[config.mk]
export PLATFORM = sky130hd
export DESIGN_NAME = control_sequencer_flat
export DESIGN_NICKNAME = d
export VERILOG_FILES = /design/src/rtl/control_pkg.sv /design/src/rtl/control_sequencer_if.sv /design/src/rtl/instr_decoder.sv /design/src/rtl/control_sequencer.sv /design/src/flat_wrapper.sv
export SDC_FILE = /design/constraint.sdc
export NUM_CORES = 1
export LEC_CHECK = 0
export ABC_AREA = 0
export CORE_MARGIN = 2
export CORE_UTILIZATION = 30
export DETAILED_ROUTE_END_ITERATION = 12
export GPL_TIMING_DRIVEN = 0
export PLACE_DENSITY = 0.83
export SETUP_SLACK_MARGIN = 0.1
export SKIP_CTS_REPAIR_TIMING = 1
export SLEW_MARGIN = 30
export SYNTH_ARGS = -nofsm -noshare
export SYNTH_HDL_FRONTEND = slang
export SYNTH_HIERARCHICAL = 1
export SYNTH_SLANG_ARGS = --single-unit
[constraint.sdc]
create_clock -name clk_i -period 1.42 [get_ports clk_i]
set_input_delay 0.142 -clock clk_i [delete_from_list [all_inputs] [get_ports clk_i]]
set_output_delay 0.142 -clock clk_i [all_outputs]
set_load 0.01 [all_outputs]
[src/rtl/control_pkg.sv]
// Shared encodings for the hardwired control sequencer: state codes, opcodes,
// datapath select/function encodings, flag indices and a one-hot helper.
package control_pkg;

  // FSM state codes (plain constants so the debug State port stays a raw vector)
  typedef logic [2:0] state_t;
  localparam state_t StInit   = 3'd0;
  localparam state_t StFetchL = 3'd1;
  localparam state_t StFetchH = 3'd2;
  localparam state_t StExec1  = 3'd3;
  localparam state_t StExec2  = 3'd4;
  localparam state_t StHalt   = 3'd5;

  // Opcodes (IROut[15:10]); 0x10-0x1F is the ALU group
  localparam logic [5:0] OpBra = 6'h00;
  localparam logic [5:0] OpBne = 6'h01;
  localparam logic [5:0] OpBeq = 6'h02;
  localparam logic [5:0] OpLdi = 6'h20;
  localparam logic [5:0] OpLd  = 6'h21;
  localparam logic [5:0] OpSt  = 6'h22;
  localparam logic [5:0] OpHlt = 6'h3F;
  localparam logic [1:0] OpAluHi = 2'b01;

  typedef enum logic [3:0] {
    ClsNop, ClsBra, ClsBne, ClsBeq, ClsAlu, ClsLdi, ClsLd, ClsSt, ClsHlt
  } op_class_e;

  // Address register file
  localparam logic [1:0] ArfOutPc    = 2'b00;
  localparam logic [1:0] ArfOutAr    = 2'b10;
  localparam logic [2:0] ArfRegPc    = 3'b100;
  localparam logic [2:0] ArfRegAll   = 3'b111;
  localparam logic [1:0] ArfFunInc   = 2'b01;
  localparam logic [1:0] ArfFunLoad  = 2'b10;
  localparam logic [1:0] ArfFunClear = 2'b11;

  // Register file
  localparam logic [2:0] RfFunLoad  = 3'b010;
  localparam logic [2:0] RfFunClear = 3'b011;
  localparam logic [3:0] RfRegAll   = 4'b1111;

  // DR, ALU and muxes
  localparam logic [1:0] DrFunLoadByte = 2'b01;
  localparam logic [4:0] AluPassA      = 5'b10000;
  localparam logic [1:0] MuxAAlu       = 2'b00;
  localparam logic [1:0] MuxADr        = 2'b10;
  localparam logic [1:0] MuxAImm       = 2'b11;
  localparam logic [1:0] MuxBImm       = 2'b11;

  // ALU_FlagsOut bit positions {Z,C,N,O}
  localparam int unsigned FlagZ = 3;
  localparam int unsigned FlagC = 2;
  localparam int unsigned FlagN = 1;
  localparam int unsigned FlagO = 0;

  // Register index 0..3 selects R1..R4, with R1 in the MSB
  function automatic logic [3:0] onehot4(input logic [1:0] idx);
    return 4'b1000 >> idx;
  endfunction

endpackage

[src/rtl/control_sequencer_if.sv]
// Control bus between the sequencer and the ALU datapath system.
interface control_sequencer_if;
  import control_pkg::*;

  logic [15:0] ir_out;
  logic [3:0]  alu_flags_out;

  logic [2:0]  rf_out_a_sel;
  logic [2:0]  rf_out_b_sel;
  logic [2:0]  rf_fun_sel;
  logic [3:0]  rf_reg_sel;
  logic [3:0]  rf_scr_sel;
  logic [4:0]  alu_fun_sel;
  logic        alu_wf;
  logic [1:0]  arf_out_c_sel;
  logic [1:0]  arf_out_d_sel;
  logic [1:0]  arf_fun_sel;
  logic [2:0]  arf_reg_sel;
  logic        ir_lh;
  logic        ir_write;
  logic        mem_wr;
  logic        mem_cs;
  logic        dr_e;
  logic        mux_d_sel;
  logic [1:0]  dr_fun_sel;
  logic [1:0]  mux_a_sel;
  logic [1:0]  mux_b_sel;
  logic [1:0]  mux_c_sel;

  // Sequencer side
  modport master (
    input  ir_out, alu_flags_out,
    output rf_out_a_sel, rf_out_b_sel, rf_fun_sel, rf_reg_sel, rf_scr_sel,
    output alu_fun_sel, alu_wf,
    output arf_out_c_sel, arf_out_d_sel, arf_fun_sel, arf_reg_sel,
    output ir_lh, ir_write, mem_wr, mem_cs, dr_e, mux_d_sel,
    output dr_fun_sel, mux_a_sel, mux_b_sel, mux_c_sel
  );

  // Datapath side
  modport slave (
    output ir_out, alu_flags_out,
    input  rf_out_a_sel, rf_out_b_sel, rf_fun_sel, rf_reg_sel, rf_scr_sel,
    input  alu_fun_sel, alu_wf,
    input  arf_out_c_sel, arf_out_d_sel, arf_fun_sel, arf_reg_sel,
    input  ir_lh, ir_write, mem_wr, mem_cs, dr_e, mux_d_sel,
    input  dr_fun_sel, mux_a_sel, mux_b_sel, mux_c_sel
  );

endinterface

[src/rtl/instr_decoder.sv]
// Pure combinational instruction decode: opcode class, register fields and
// whether the instruction needs a second execute cycle.
module instr_decoder
  import control_pkg::*;
(
  input  logic [15:0] ir_i,
  output op_class_e   op_class_o,
  output logic [1:0]  d_idx_o,
  output logic [2:0]  a_sel_o,
  output logic [2:0]  b_sel_o,
  output logic [1:0]  rx_o,
  output logic        s_o,
  output logic [3:0]  alu_op_o,
  output logic        two_cycle_o
);

  logic [5:0] op;

  assign op       = ir_i[15:10];
  assign s_o      = ir_i[9];
  assign rx_o     = ir_i[9:8];
  assign d_idx_o  = ir_i[7:6];
  assign a_sel_o  = ir_i[5:3];
  assign b_sel_o  = ir_i[2:0];
  assign alu_op_o = op[3:0];

  // Classify the opcode; anything unrecognised executes as a NOP
  always_comb begin
    op_class_o = ClsNop;
    if (op[5:4] == OpAluHi) begin
      op_class_o = ClsAlu;
    end else begin
      case (op)
        OpBra:   op_class_o = ClsBra;
        OpBne:   op_class_o = ClsBne;
        OpBeq:   op_class_o = ClsBeq;
        OpLdi:   op_class_o = ClsLdi;
        OpLd:    op_class_o = ClsLd;
        OpSt:    op_class_o = ClsSt;
        OpHlt:   op_class_o = ClsHlt;
        default: op_class_o = ClsNop;
      endcase
    end
  end

  assign two_cycle_o = (op_class_o == ClsLd);

endmodule

[src/rtl/control_sequencer.sv]
// Hardwired control unit: clears the machine, fetches a 16-bit instruction as
// two bytes, then drives one or two execute cycles from the decoded IR.
module control_sequencer
  import control_pkg::*;
#(
  parameter int unsigned INIT_CYCLES = 1
) (
  input  logic                clk_i,
  input  logic                rst_i,
  control_sequencer_if.master bus,
  output logic [2:0]          state_o,
  output logic                halted_o
);

  localparam logic [1:0] InitLast = 2'(INIT_CYCLES - 1);

  state_t     state_q, state_d;
  logic [1:0] init_cnt_q, init_cnt_d;

  op_class_e  op_class;
  logic [1:0] d_idx;
  logic [2:0] a_sel;
  logic [2:0] b_sel;
  logic [1:0] rx;
  logic       s_bit;
  logic [3:0] alu_op;
  logic       two_cycle;
  logic       flag_z;
  logic       take_branch;

  instr_decoder u_decoder (
    .ir_i        (bus.ir_out),
    .op_class_o  (op_class),
    .d_idx_o     (d_idx),
    .a_sel_o     (a_sel),
    .b_sel_o     (b_sel),
    .rx_o        (rx),
    .s_o         (s_bit),
    .alu_op_o    (alu_op),
    .two_cycle_o (two_cycle)
  );

  assign flag_z = bus.alu_flags_out[FlagZ];

  // Only Z steers branches; the remaining flags are consumed elsewhere
  logic unused_flags;
  assign unused_flags = ^bus.alu_flags_out[2:0];

  // Branch decision is taken combinationally from the live flags in EXEC1
  always_comb begin
    take_branch = 1'b0;
    case (op_class)
      ClsBra:  take_branch = 1'b1;
      ClsBne:  take_branch = ~flag_z;
      ClsBeq:  take_branch = flag_z;
      default: take_branch = 1'b0;
    endcase
  end

  // State register with synchronous reset that overrides any state
  always_ff @(posedge clk_i) begin
    if (rst_i) begin
      state_q    <= StInit;
      init_cnt_q <= '0;
    end else begin
      state_q    <= state_d;
      init_cnt_q <= init_cnt_d;
    end
  end

  // Next-state sequencing
  always_comb begin
    state_d    = state_q;
    init_cnt_d = init_cnt_q;
    case (state_q)
      StInit: begin
        if (init_cnt_q == InitLast) begin
          state_d    = StFetchL;
          init_cnt_d = '0;
        end else begin
          init_cnt_d = init_cnt_q + 2'd1;
        end
      end
      StFetchL: state_d = StFetchH;
      StFetchH: state_d = StExec1;
      StExec1: begin
        if (op_class == ClsHlt) begin
          state_d = StHalt;
        end else if (two_cycle) begin
          state_d = StExec2;
        end else begin
          state_d = StFetchL;
        end
      end
      StExec2: state_d = StFetchL;
      StHalt:  state_d = StHalt;
      default: state_d = StInit;
    endcase
  end

  // Control outputs: idle defaults, overridden per state and instruction
  always_comb begin
    bus.rf_out_a_sel  = '0;
    bus.rf_out_b_sel  = '0;
    bus.rf_fun_sel    = '0;
    bus.rf_reg_sel    = '0;
    bus.rf_scr_sel    = '0;
    bus.alu_fun_sel   = '0;
    bus.alu_wf        = 1'b0;
    bus.arf_out_c_sel = '0;
    bus.arf_out_d_sel = '0;
    bus.arf_fun_sel   = '0;
    bus.arf_reg_sel   = '0;
    bus.ir_lh         = 1'b0;
    bus.ir_write      = 1'b0;
    bus.mem_wr        = 1'b0;
    bus.mem_cs        = 1'b1;
    bus.dr_e          = 1'b0;
    bus.mux_d_sel     = 1'b0;
    bus.dr_fun_sel    = '0;
    bus.mux_a_sel     = '0;
    bus.mux_b_sel     = '0;
    bus.mux_c_sel     = '0;

    case (state_q)
      StInit: begin
        bus.arf_reg_sel = ArfRegAll;
        bus.arf_fun_sel = ArfFunClear;
        bus.rf_reg_sel  = RfRegAll;
        bus.rf_fun_sel  = RfFunClear;
      end
      StFetchL, StFetchH: begin
        bus.arf_out_d_sel = ArfOutPc;
        bus.mem_cs        = 1'b0;
        bus.ir_write      = 1'b1;
        bus.ir_lh         = (state_q == StFetchH);
        bus.arf_reg_sel   = ArfRegPc;
        bus.arf_fun_sel   = ArfFunInc;
      end
      StExec1: begin
        case (op_class)
          ClsBra, ClsBne, ClsBeq: begin
            if (take_branch) begin
              bus.mux_b_sel   = MuxBImm;
              bus.arf_reg_sel = ArfRegPc;
              bus.arf_fun_sel = ArfFunLoad;
            end
          end
          ClsAlu: begin
            bus.rf_out_a_sel = a_sel;
            bus.rf_out_b_sel = b_sel;
            bus.mux_d_sel    = 1'b0;
            bus.alu_fun_sel  = {1'b1, alu_op};
            bus.alu_wf       = s_bit;
            bus.mux_a_sel    = MuxAAlu;
            bus.rf_reg_sel   = onehot4(d_idx);
            bus.rf_fun_sel   = RfFunLoad;
          end
          ClsLdi: begin
            bus.mux_a_sel  = MuxAImm;
            bus.rf_reg_sel = onehot4(rx);
            bus.rf_fun_sel = RfFunLoad;
          end
          ClsLd: begin
            bus.arf_out_d_sel = ArfOutAr;
            bus.mem_cs        = 1'b0;
            bus.dr_e          = 1'b1;
            bus.dr_fun_sel    = DrFunLoadByte;
          end
          ClsSt: begin
            bus.rf_out_a_sel  = {1'b0, rx};
            bus.mux_d_sel     = 1'b0;
            bus.alu_fun_sel   = AluPassA;
            bus.mux_c_sel     = 2'b00;
            bus.arf_out_d_sel = ArfOutAr;
            bus.mem_cs        = 1'b0;
            bus.mem_wr        = 1'b1;
          end
          default: ;
        endcase
      end
      StExec2: begin
        // Only LD reaches EXEC2: write the byte latched in DR into rx
        bus.mux_a_sel  = MuxADr;
        bus.rf_reg_sel = onehot4(rx);
        bus.rf_fun_sel = RfFunLoad;
      end
      default: ;
    endcase
  end

  assign state_o  = state_q;
  assign halted_o = (state_q == StHalt);

endmodule

[src/flat_wrapper.sv]
// flat-port wrapper written by rule: the top's interface ports become plain ports
module control_sequencer_flat import control_pkg::*;
#(
  parameter int unsigned INIT_CYCLES = 1
)
  (clk_i, rst_i, state_o, halted_o, bus_ir_out, bus_alu_flags_out, bus_rf_out_a_sel, bus_rf_out_b_sel, bus_rf_fun_sel, bus_rf_reg_sel, bus_rf_scr_sel, bus_alu_fun_sel, bus_alu_wf, bus_arf_out_c_sel, bus_arf_out_d_sel, bus_arf_fun_sel, bus_arf_reg_sel, bus_ir_lh, bus_ir_write, bus_mem_wr, bus_mem_cs, bus_dr_e, bus_mux_d_sel, bus_dr_fun_sel, bus_mux_a_sel, bus_mux_b_sel, bus_mux_c_sel);
  control_sequencer_if bus_i ();
  input  logic clk_i;
  input  logic rst_i;
  output logic [2:0] state_o;
  output logic halted_o;
  input wire logic [$bits(bus_i.ir_out)-1:0] bus_ir_out;
  input wire logic [$bits(bus_i.alu_flags_out)-1:0] bus_alu_flags_out;
  output wire logic [$bits(bus_i.rf_out_a_sel)-1:0] bus_rf_out_a_sel;
  output wire logic [$bits(bus_i.rf_out_b_sel)-1:0] bus_rf_out_b_sel;
  output wire logic [$bits(bus_i.rf_fun_sel)-1:0] bus_rf_fun_sel;
  output wire logic [$bits(bus_i.rf_reg_sel)-1:0] bus_rf_reg_sel;
  output wire logic [$bits(bus_i.rf_scr_sel)-1:0] bus_rf_scr_sel;
  output wire logic [$bits(bus_i.alu_fun_sel)-1:0] bus_alu_fun_sel;
  output wire logic [$bits(bus_i.alu_wf)-1:0] bus_alu_wf;
  output wire logic [$bits(bus_i.arf_out_c_sel)-1:0] bus_arf_out_c_sel;
  output wire logic [$bits(bus_i.arf_out_d_sel)-1:0] bus_arf_out_d_sel;
  output wire logic [$bits(bus_i.arf_fun_sel)-1:0] bus_arf_fun_sel;
  output wire logic [$bits(bus_i.arf_reg_sel)-1:0] bus_arf_reg_sel;
  output wire logic [$bits(bus_i.ir_lh)-1:0] bus_ir_lh;
  output wire logic [$bits(bus_i.ir_write)-1:0] bus_ir_write;
  output wire logic [$bits(bus_i.mem_wr)-1:0] bus_mem_wr;
  output wire logic [$bits(bus_i.mem_cs)-1:0] bus_mem_cs;
  output wire logic [$bits(bus_i.dr_e)-1:0] bus_dr_e;
  output wire logic [$bits(bus_i.mux_d_sel)-1:0] bus_mux_d_sel;
  output wire logic [$bits(bus_i.dr_fun_sel)-1:0] bus_dr_fun_sel;
  output wire logic [$bits(bus_i.mux_a_sel)-1:0] bus_mux_a_sel;
  output wire logic [$bits(bus_i.mux_b_sel)-1:0] bus_mux_b_sel;
  output wire logic [$bits(bus_i.mux_c_sel)-1:0] bus_mux_c_sel;
  assign bus_i.ir_out = bus_ir_out;
  assign bus_i.alu_flags_out = bus_alu_flags_out;
  assign bus_rf_out_a_sel = bus_i.rf_out_a_sel;
  assign bus_rf_out_b_sel = bus_i.rf_out_b_sel;
  assign bus_rf_fun_sel = bus_i.rf_fun_sel;
  assign bus_rf_reg_sel = bus_i.rf_reg_sel;
  assign bus_rf_scr_sel = bus_i.rf_scr_sel;
  assign bus_alu_fun_sel = bus_i.alu_fun_sel;
  assign bus_alu_wf = bus_i.alu_wf;
  assign bus_arf_out_c_sel = bus_i.arf_out_c_sel;
  assign bus_arf_out_d_sel = bus_i.arf_out_d_sel;
  assign bus_arf_fun_sel = bus_i.arf_fun_sel;
  assign bus_arf_reg_sel = bus_i.arf_reg_sel;
  assign bus_ir_lh = bus_i.ir_lh;
  assign bus_ir_write = bus_i.ir_write;
  assign bus_mem_wr = bus_i.mem_wr;
  assign bus_mem_cs = bus_i.mem_cs;
  assign bus_dr_e = bus_i.dr_e;
  assign bus_mux_d_sel = bus_i.mux_d_sel;
  assign bus_dr_fun_sel = bus_i.dr_fun_sel;
  assign bus_mux_a_sel = bus_i.mux_a_sel;
  assign bus_mux_b_sel = bus_i.mux_b_sel;
  assign bus_mux_c_sel = bus_i.mux_c_sel;
  control_sequencer #(.INIT_CYCLES(INIT_CYCLES)) u_core (.clk_i(clk_i), .rst_i(rst_i), .bus(bus_i), .state_o(state_o), .halted_o(halted_o));
endmodule
==> results.md, run 1 <==
- Required time of the critical path: 1.28 ns
- DRT antenna net count: 0
- Worst skew pair latency: 0.24 ns
- Total Neg Setup Slack: -7.64 ns
- Grt ovf: 0
- Clock-pin slew on the worst setup and hold paths: 0.04 ns
- Leak Pwr: 0.890 nW
- Floorplan die width: 59.6 um
- Power consumption: 0.000968 W
- Placed Cells: 224
- Category of the critical setup timing path: reg -> out
- Worst Setup Slack, final: -0.353 ns
- Synth unique cells: 33
- CTS tree: done
- First-pass GRT wire length: 3570 um
- Std-Cell Core Area: 3000 um2
- Fmax: 0.564 GHz
- CP Data Arrival Time: 1.63 ns
- Max Transition Viols Final: 0
- Die ar.: 3560 um2
- Layout Area Growth over Synthesis: 95.1%
- Number of diodes: 0
- Maxcap violations: 0
- Clk root buf: sky130_fd_sc_hd__clkbuf_4
- Largest fanout of any net on the critical path: 7
- Initial core utilization: 0.309
- Library cell appearing most often on the critical path: sky130_fd_sc_hd__buf_6
- Highest ir drop seen on vdd: 166 uV
- Power per cell area: 534 nW/um2
- Final-report hold violation count: 0
- Estimated wirelength of the detail-placed design: 1900 um
- Leading cell type in the layout, fill and taps excluded: sky130_fd_sc_hd__buf_4
- Outcome: finished, violations left
- Clock period minus worst slack: 1.77 ns
- Seq cells post-synth: 5
- Startpoint kind of the worst setup timing path: flop
- Drt via density: 4.51
- Pre-CTS worst setup slack: -1.13 ns
- Setup repair after global routing missed its margin: true
- Post-detailed-routing wire length: 2800 um
- Fin cells: 245
- Dominant register cell in the synthesized netlist: sky130_fd_sc_hd__dfxtp_1
- Number of violations reported at the end of detailed-routing iteration 0: 21
- Port Buf Inserts: 46
- Number of instances in the synthesized netlist: 134
- Violated checks: negative setup slack
- Class of the most critical hold timing path: in -> reg
- Standard cell with the maximum stage delay on the critical path: sky130_fd_sc_hd__and4bb_4
- Share of post-route cells with drive strength above 1: 0.637
- DR DRC count: 0
- IO Count: 72
- Placer congestion estimate: 0.720
- Hold Path Stages: 4
- Worst Setup End Kind: output port
- Fraction of registers with async set or reset after synthesis: 0
- Commonest cells after routing, fill and taps aside: sky130_fd_sc_hd__buf_4, sky130_fd_sc_hd__buf_6, sky130_fd_sc_hd__buf_2, sky130_fd_sc_hd__conb_1
- Number of filler instances in the final layout: 276
- Area of combinational cells with multiple inputs: 737 um2
- Count of standard-cell rows: 20
- Clock tree buffer depth: 2
- TritonCTS Sinks: 5
- Iteration count of the initial detailed-routing pass: 4
- Largest clock skew in the final design: 0.00142 ns
- Wire length per cell: 11.4 um
- Number of H-tree levels: 1
- Sequential-to-total area share from yosys stat: 0.108
- Number of synthesized flops with an enable pin: 0
- Crit path buffers/inverters: 3
- Maximum number of pins on one net before global-route repair: 11
- Cells traversed along the worst timing path: buf_6, and4bb_4, and3_4, buf_6, and2_4, buf_6
- Period Utilization, post-route: 1.25
- Via count of the first global-routing pass: 846
- CP Depth: 6
- Mean instance size in the synthesized netlist: 6.93 um2
- Slowest cell delay on critical path: 0.38 ns
- Vias: 1105
- Die Ht: 59.6 um
- Worst hold margin: 0.398 ns
- Reg area: 104 um2
- Overall global routing resource usage: 0.125
- Summed instance area of the synthesized netlist: 928 um2
- Number of cells on the worst reg-to-reg path: 7
- Final setup vio count: 31
- Cell family contributing the most delay on the critical path: simple AND/OR/NAND/NOR gates
- Yosys Warn Count: 6
- Final nets: 237
- Initial antenna violation count: 0
- Cts bufs inserted: 3
-- cell type report --
cell class / instances / area share
Timing Repair Buffer: 63 / 0.308
Tap cell: 33 / 0.0228
Clock buffer: 4 / 0.0145
Inverter: 9 / 0.0186
Buffer: 37 / 0.172
Sequential cell: 5 / 0.0573
Multi-Input combinational cell: 94 / 0.407
-- cell families (layout without fill, tap and decap cells) --
| kind of cell | count (synthesis) | after routing | share of synthesized area |
|---|---|---|---|
| AND/OR/NAND/NOR | 50 | 50 | 0.311 |
| buffers and inverters | 46 | 113 | 0.319 |
| AO/OA/AOI/OAI | 25 | 25 | 0.181 |
| flip-flops | 5 | 5 | 0.108 |
| XOR/XNOR | 3 | 3 | 0.0283 |
| adder cells (fa/ha/maj) | 2 | 2 | 0.0269 |
| multiplexers | 2 | 2 | 0.0216 |
| other | 1 | 12 | 0.00404 |
-- per-stage QoR --
stage	utilization	area [um2]
finish	0.603	1810
global placement	0.525	1580
global route	0.603	1810
CTS	0.534	1600
detailed placement	0.525	1580
floorplan	-	1080
-- synthesized netlist by cell type (all sizes together), types with 3 or more instances --
| library cell | count | area (um2) |
|---|---|---|
| nor2 | 14 | 52.6 |
| o21bai | 4 | 30.0 |
| a21oi | 5 | 25.0 |
| dfxtp | 5 | 100 |
| nand2b | 3 | 18.8 |
| inv | 9 | 33.8 |
| xnor2 | 3 | 26.3 |
| nor3 | 5 | 35.0 |
| o22ai | 4 | 25.0 |
| nor2b | 4 | 25.0 |
| buf | 37 | 263 |
| and2 | 11 | 68.8 |
| nand2 | 4 | 17.5 |
-- state kept, by name, summed over array words and instances (netlist names) --
register / cells
u_core/state_o: 3
u_core/init_cnt_q: 2
-- worst reg2reg max path, stage by stage, from the launching register on --
cell,delay (ns)
sky130_fd_sc_hd__dfxtp_2,0.32
sky130_fd_sc_hd__buf_6,0.13
sky130_fd_sc_hd__buf_12,0.12
sky130_fd_sc_hd__nor3_4,0.21
sky130_fd_sc_hd__buf_6,0.15
sky130_fd_sc_hd__buf_4,0.10
sky130_fd_sc_hd__mux2i_1,0.17
sky130_fd_sc_hd__nor2_1,0.05
-- routing by layer --
| layer | track usage | up-vias | routed length [um] |
|---|---|---|---|
| met5 | 0 | - | 0 |
| met4 | 0.00952 | 0 | 0 |
| met3 | 0.0240 | 0 | 159 |
| met2 | 0.226 | 42 | 1480 |
| met1 | 0.160 | 500 | 1170 |
| li1 | - | 563 | - |
-- power breakdown --
| group | switching, W | internal (W) | total (W) |
|---|---|---|---|
| logic | 0.000284 | 0.000361 | 0.000645 |
| registers | 0.00000568 | 0.000151 | 0.000156 |
| clock network | 0.0000604 | 0.000106 | 0.000167 |
| total | 0.000350 | 0.000618 | 0.000968 |
-- final timing paths --
kind / slack [ns] / end / startpoint
max reg2reg: 0.07 / u_core/init_cnt_q[0] / u_core/state_o[2]
min: 0.40 / u_core/state_o[2] / bus_ir_out[11]
min reg2reg: 0.52 / u_core/init_cnt_q[0] / u_core/init_cnt_q[0]
max: -0.35 / bus_alu_fun_sel[2] / u_core/state_o[2]
Note: power is estimated with default switching activity, not from simulation.
==> inputs of run 2 (changes only) <==
RECOVER_POWER = 100   (was default)
SKIP_CTS_REPAIR_TIMING = default   (was 1)
==> results.md, run 2 (same netlist as run 1, synthesis figures left out) <==
- Worst Hold Path EP: u_core/state_o[2]
- Fmax: 0.569 GHz (+0.86%)
- Share of total power in combinational logic: 0.703 (+0.037)
- Number of violations reported at the end of detailed-routing iteration 0: 20 (-4.8%)
- HP Start: bus_ir_out[11]
- Start of the worst register-to-register path: u_core/state_o[2]
- Max Transition Viols Final: 0 (unchanged)
- Std-Cell Core Area: 3000 um2 (unchanged)
- Outcome: finished, violations left
- Initial antenna violation count: 0 (unchanged)
- Power consumption: 0.00109 W (+12%)
- Switching share of power: 0.370 (+0.00854)
- Count of standard-cell rows: 20 (unchanged)
- Iteration count of the initial detailed-routing pass: 3 (-1)
- Setup repair after global routing missed its margin: true
- Internal power contribution: 0.000685 W (+11%)
- Layout Area Growth over Synthesis: 120%
- Number of cells on the worst reg-to-reg path: 8 (+1)
- Worst Setup Slack, final: -0.338 ns (+0.0151 ns)
- TritonCTS Sinks: 5 (unchanged)
- Class of the most critical hold timing path: in -> reg
- CTS tree: done
- Cts bufs inserted: 3 (unchanged)
- Layer with the highest usage: met2
- Overall global routing resource usage: 0.169 (+0.0438)
- Met2 Track Usage GR: 0.317 (+0.0911)
- Worst Setup End Kind: output port
- Largest fanout of any net on the critical path: 7 (unchanged)
- DRT antenna net count: 0 (unchanged)
- Clock tree buffer depth: 2 (unchanged)
- Switching pwr: 0.000403 W (+15%)
- CP Depth: 6 (unchanged)
- Hold Path Stages: 4 (unchanged)
- Post-detailed-routing wire length: 3470 um (+24%)
- Final nets: 253 (+6.8%)
- Largest clock skew in the final design: 0.00365 ns (+0.00222 ns)
- Leak Pwr: 0.980 nW (+10%)
- Share of post-route cells with drive strength above 1: 0.697 (+0.0606)
- Floorplan die width: 59.6 um (unchanged)
- Cells traversed along the worst timing path: buf_6, and4bb_4, buf_12, nand2_8, o31ai_4, buf_2
- Slowest cell delay on critical path: 0.36 ns (-0.02 ns)
- Via count of the first global-routing pass: 1046 (+24%)
- Initial core utilization: 0.309 (unchanged)
- Grt ovf: 0 (unchanged)
- Reg-to-Reg End: u_core/init_cnt_q[0]
- IO Count: 72 (unchanged)
- Number of H-tree levels: 1 (unchanged)
- Estimated wirelength of the detail-placed design: 1900 um (unchanged)
- Highest ir drop seen on vdd: 216 uV (+30%)
- DR DRC count: 0 (unchanged)
- Register-to-register setup slack: -0.05 ns (-0.12 ns)
- Clk root buf: sky130_fd_sc_hd__clkbuf_4
- Leading cell type in the layout, fill and taps excluded: sky130_fd_sc_hd__buf_4
- Power per cell area: 533 nW/um2 (-0.21%)
- Die Ht: 59.6 um (unchanged)
- Crit path buffers/inverters: 3 (unchanged)
- Period Utilization, post-route: 1.24 (-0.0106)
- Category of the critical setup timing path: reg -> out
- Wire length per cell: 13.3 um (+16%)
- Cell family contributing the most delay on the critical path: simple AND/OR/NAND/NOR gates
- Clock-pin slew on the worst setup and hold paths: 0.04 ns (about the same)
- Count of hold buffers inserted by post-cts repair: 0
- Violated checks: negative setup slack
- Relative contribution of sequential cells to total power: 0.145 (-0.017)
- GRT met3 Usage: 0.0284 (+0.00437)
- Pre-CTS worst setup slack: -1.13 ns (unchanged)
- First-pass GRT wire length: 4710 um (+32%)
- Number of diodes: 0 (unchanged)
- Clock period minus worst slack: 1.76 ns (-0.0151 ns)
- Maxcap violations: 0 (unchanged)
- Die ar.: 3560 um2 (unchanged)
- Placer congestion estimate: 0.720 (unchanged)
- Maximum number of pins on one net before global-route repair: 11 (unchanged)
- Relative contribution of the clock network to total power: 0.152 (-0.020)
- Drt via density: 4.66 (+3.2%)
- Met1 Use GR: 0.196 (+0.0366)
- Total Neg Setup Slack: -7.86 ns (-0.224 ns)
- Worst skew pair latency: 0.24 ns (about the same)
- Flip-flop count of the largest register after layout: 3 (unchanged)
- Layout Utilization: 0.680 (+0.0767)
- Final setup vio count: 34 (+9.7%)
- Commonest cells after routing, fill and taps aside: sky130_fd_sc_hd__buf_4, sky130_fd_sc_hd__buf_6, sky130_fd_sc_hd__buf_2, sky130_fd_sc_hd__conb_1, sky130_fd_sc_hd__inv_1
- Vias: 1215 (+10%)
- Standard cell with the maximum stage delay on the critical path: sky130_fd_sc_hd__and4bb_4
- Startpoint kind of the worst setup timing path: flop
- Final-report hold violation count: 0 (unchanged)
- Port Buf Inserts: 46 (unchanged)
- CP Data Arrival Time: 1.62 ns (about the same)
- Required time of the critical path: 1.28 ns (about the same)
run 2: changes by cell type in the layout (fill, tap and decap cells not counted), sizes merged:
| cell | before | now |
|---|---|---|
| buf | 84 | 108 |
| clkbuf | 12 | 5 |
| dlymetal6s2s | 3 | 0 |
| clkdlybuf4s15 | 0 | 1 |
| dlygate4sd2 | 0 | 1 |
run 2: area by class of cell:
cell class / count / area, um2
inverter: 9 / 33.8
fill: 234 / 961
buffer: 37 / 312
timing repair buffer: 79 / 702
multi-input combinational: 94 / 823
sequential: 5 / 104
tap: 33 / 41.3
clock buffer: 4 / 26.3
run 2: metrics by stage:
| step | area (um2) | std cells | hold slack (ns) |
|---|---|---|---|
| after floorplan | 1080 | 145 | 0.211 |
| after global placement | 1580 | 224 | 0.473 |
| after detailed placement | 1580 | 224 | 0.507 |
| after CTS | 1810 | 253 | 0.515 |
| after global routing | 2040 | 261 | 0.343 |
| final | 2040 | 261 | 0.318 |
run 2: routing by layer:
layer,vias up,wire [um],share of wire
li1,599,-,-
met5,-,0,0
met3,6,169,0.049
met1,564,1390,0.40
met2,46,1870,0.54
met4,0,41,0.012
run 2: worst reg2reg max path: cells and delay by family, from the launching register on:
kind,cells,cell delay [ns]
buffers and inverters,5,0.57
flip-flops,1,0.32
AND/OR/NAND/NOR,2,0.28
multiplexers,1,0.20
run 2: what timing repair did:
item | 4_1_cts | 5_1_grt
pin swaps | 16 | 15
cloned | 1 | 1
endpoints found under the setup margin | 37 | 39
gates resized for setup | 185 | 56
hold endpoints to repair | 0 | 0
buffers inserted | 25 | 7
run 2: how the worst max path moves through the flow:
stage / slack (ns) / startpoint / to
after detailed placement: -1.13 / bus_ir_out[14] / bus_rf_reg_sel[2]
after CTS: -0.33 / u_core/state_o[2] / bus_alu_fun_sel[1]
final: -0.34 / u_core/state_o[2] / bus_rf_reg_sel[3]
after global placement: -1.11 / bus_ir_out[14] / bus_rf_reg_sel[2]
after floorplan: -0.06 / bus_ir_out[14] / bus_mux_b_sel[1]
after global routing: -0.39 / u_core/state_o[2] / bus_rf_reg_sel[3]
run 2: power by group through the flow:
stage                     logic [W]  clock network [W]  registers [W]
after floorplan            0.000332                  0       0.000160
after global placement     0.000566                  0       0.000156
after detailed placement   0.000571                  0       0.000157
after CTS                  0.000665           0.000178       0.000158
after global routing       0.000808           0.000182       0.000158
final                      0.000765           0.000166       0.000157
==> RTL change, RTL diff (config.mk and constraints of run 1) <==
Reset style: asynchronous (`rst_i`), changed in one clocked block. Comments in the files are not updated.
--- a/src/rtl/control_sequencer.sv
+++ b/src/rtl/control_sequencer.sv
@@ -60,3 +60,3 @@
   // State register with synchronous reset that overrides any state
-  always_ff @(posedge clk_i) begin
+  always_ff @(posedge clk_i or posedge rst_i) begin
     if (rst_i) begin
Formal check against the unedited RTL: differs if rst_i is asserted again (counterexample within 4 cycles, from zero or initial values and one cycle with rst_i high); with rst_i held inactive, the same outputs for 10 cycles.
==> RTL change against run 1 <==
The flow still finishes with violations (setup timing). Cell area grew 14%. Sequential cell count unchanged. First-iteration DRC count grew 140%. Register-to-register slack gained 0.12 ns. Synthesized area up 5.3%. Worst setup slack lost 0.26 ns. Sequential share of layout area grew 0.47 points. Routed wire length up 31%. Highest routed layer is now met4. Critical endpoint is now bus_mux_b_sel[1].
Power is not compared: it rests on default switching activity, and its combinational part moved more than twofold at a synthesized area within 25%.
==> RTL change: results (changes against run 1) <==
Outcome
  • Run status: complete, but fails checks
  • Violated checks: setup timing

Routing
  • DR pass1 iterations: 4 (unchanged)
  • Via count: 1232 (+11%)
  • Routed len/inst: 13.5 um (+18%)
  • DRT iter0 DRCs: 51 (+140%)

Global routing
  • Initial antenna violation count: 0 (unchanged)
  • Largest net degree at the start of global routing: 11 (unchanged)
  • Global-route wire length before repair: 4030 um (+13%)
  • Total GRT Usage: 0.141 (+0.0158)
  • Vias in the first global route: 922 (+9.0%)

Cells and area
  • Max FFs per register: 3 (unchanged)
  • Layout cells sized above 1: 0.654 (+0.0167)
  • Antenna cell count: 0 (unchanged)
  • # fillers: 265 (-4.0%)
  • Fin nets: 253 (+6.8%)

Clocking
  • Cts bufs inserted: 3 (unchanged)
  • H-tree levels: 1 (unchanged)
  • Clock slew at reported path FFs: 0.04 ns (about the same)
  • Worst-Skew Late Latency: 0.24 ns (about the same)
  • Clk buf depth: 2 (unchanged)
  • Root buffer cell: clkbuf_4

Logic synthesis
  • Synth top cells by count: buf_4, nor2_1, and3_1
  • Synth async-reset ratio: 1.00 (+1.00)
  • Synth area leaders: buf_4, dfrtp_1, and3_1, nor2_1, a21oi_1
  • Synth warn: 6 (unchanged)
  • Sequential fraction of the synthesis area: 0.128 (+0.0202)
  • Unique masters post-synth: 38 (+15%)
  • Top_reg_cell synth: dfrtp_1

Min path
  • Hold WC Path Type: in2async

Worst setup path
  • CP Max Fanout: 6 (-1)
  • Reg2Reg Depth: 6 (-1)
  • Arrival time worst endpoint: 1.89 ns (+0.26 ns)
  • Highest cell delay on the worst timing path: 0.43 ns (+0.05 ns)
  • Worst Setup SP: bus_ir_out[12]
  • FF-to-FF End: u_core/init_cnt_q[1]
  • Critical Path Slowest Stage Cell: or3_4
  • Flop-to-flop setup slack: 0.19 ns (+0.12 ns)
  • Critical Path End: bus_mux_b_sel[1]
  • FF-to-FF Start: u_core/state_o[0]

STA
  • WHS: 0.108 ns (-0.290 ns)
  • Worst Clk Skew: 0.000535 ns (-0.000886 ns)
  • Final WS setup: -0.610 ns (-0.257 ns)
  • Setup-failing EPs final: 31 (unchanged)

Power and ir drop
  • Worst VDD drop: 1.13 mV
  • Pleak: 0.00108 uW

Placed design
  • PortBufs: 46 (unchanged)
  • Placer Congestion: 0.758 (+5.3%)
  • Detailed Place HPWL: 2220 um (+17%)
  • Cell area after placement: 1580 sq um (+0.32%)
-- RTL change: cell types whose count changed after synthesis, moves of 3 or more --
cell      before  now
o21ai_0        2    6
and2_1        11    3
and3_1         2   10
o22ai_1        4    1
nand2_1        3    8
dfrtp_1        0    5
buf_2          6    3
clkbuf_1       0    4
o21bai_1       4    1
dfxtp_1        5    0
a22o_1         0    3
-- RTL change: power breakdown --
| part | switching, uW | internal (uW) |
|---|---|---|
| registers | 34.4 | 177 |
| clock network | 55.2 | 106 |
| logic | 967 | 1200 |
-- RTL change: cell families (layout without fill, tap and decap cells) --
kind of cell | Yosys count | count (layout) | share of synthesized area
compound gates | 28 | 28 | 0.192
flops | 5 | 5 | 0.128
xor+xnor | 4 | 4 | 0.0359
other cells | 1 | 12 | 0.00384
buf+inv | 48 | 124 | 0.311
simple gates | 53 | 53 | 0.303
fa+ha+maj | 2 | 2 | 0.0256
-- RTL change: how the worst min path moves through the flow --
stage / startpoint / to / slack [ns] / depth (start not counted)
3_5_place_dp: rst_i / u_core/state_o[2] / 0.36 / 2
5_1_grt: rst_i / u_core/init_cnt_q[1] / 0.14 / 2
4_1_cts: rst_i / u_core/init_cnt_q[0] / 0.11 / 2
6_report: rst_i / u_core/init_cnt_q[1] / 0.11 / 2
3_3_place_gp: rst_i / u_core/init_cnt_q[1] / 0.36 / 2
2_1_floorplan: rst_i / u_core/init_cnt_q[0] / -0.08 / 1
-- RTL change: final cells by class --
| cell class | instances | share of cell area |
|---|---|---|
| Buffer | 39 | 0.161 |
| Clock buffer | 4 | 0.0128 |
| Inverter | 9 | 0.0164 |
| Multi-Input combinational cell | 99 | 0.399 |
| Sequential cell | 5 | 0.0620 |
| Tap cell | 44 | 0.0267 |
| Timing Repair Buffer | 72 | 0.322 |
-- RTL change: routing by layer --
metal,share of wire,global-route usage,wire length [um],vias up
met5,0,0,0,-
li1,-,-,-,605
met4,0.016,0.0373,60,0
met1,0.37,0.169,1370,571
met2,0.54,0.264,1990,48
met3,0.066,0.0147,242,8
-- RTL change: critical path, delay by kind of cell --
family / cells / cell delay [ns]
buffers and inverters: 4 / 0.40
AND/OR/NAND/NOR: 5 / 1.26
XOR/XNOR: 1 / 0.09
-- RTL change: through the flow --
stage                     total power (uW)  TNS (ns)  utilization  setup slack, ns  instances
after floorplan                        937     -3.27            -           -0.294        152
after global placement                1580    -35.52        0.514            -1.32        242
after detailed placement              1600    -36.55        0.514            -1.35        242
after CTS                             1780    -37.83        0.523            -1.36        246
after global routing                  2690    -15.55        0.669           -0.681        272
final                                 2540    -12.87        0.669           -0.610        272
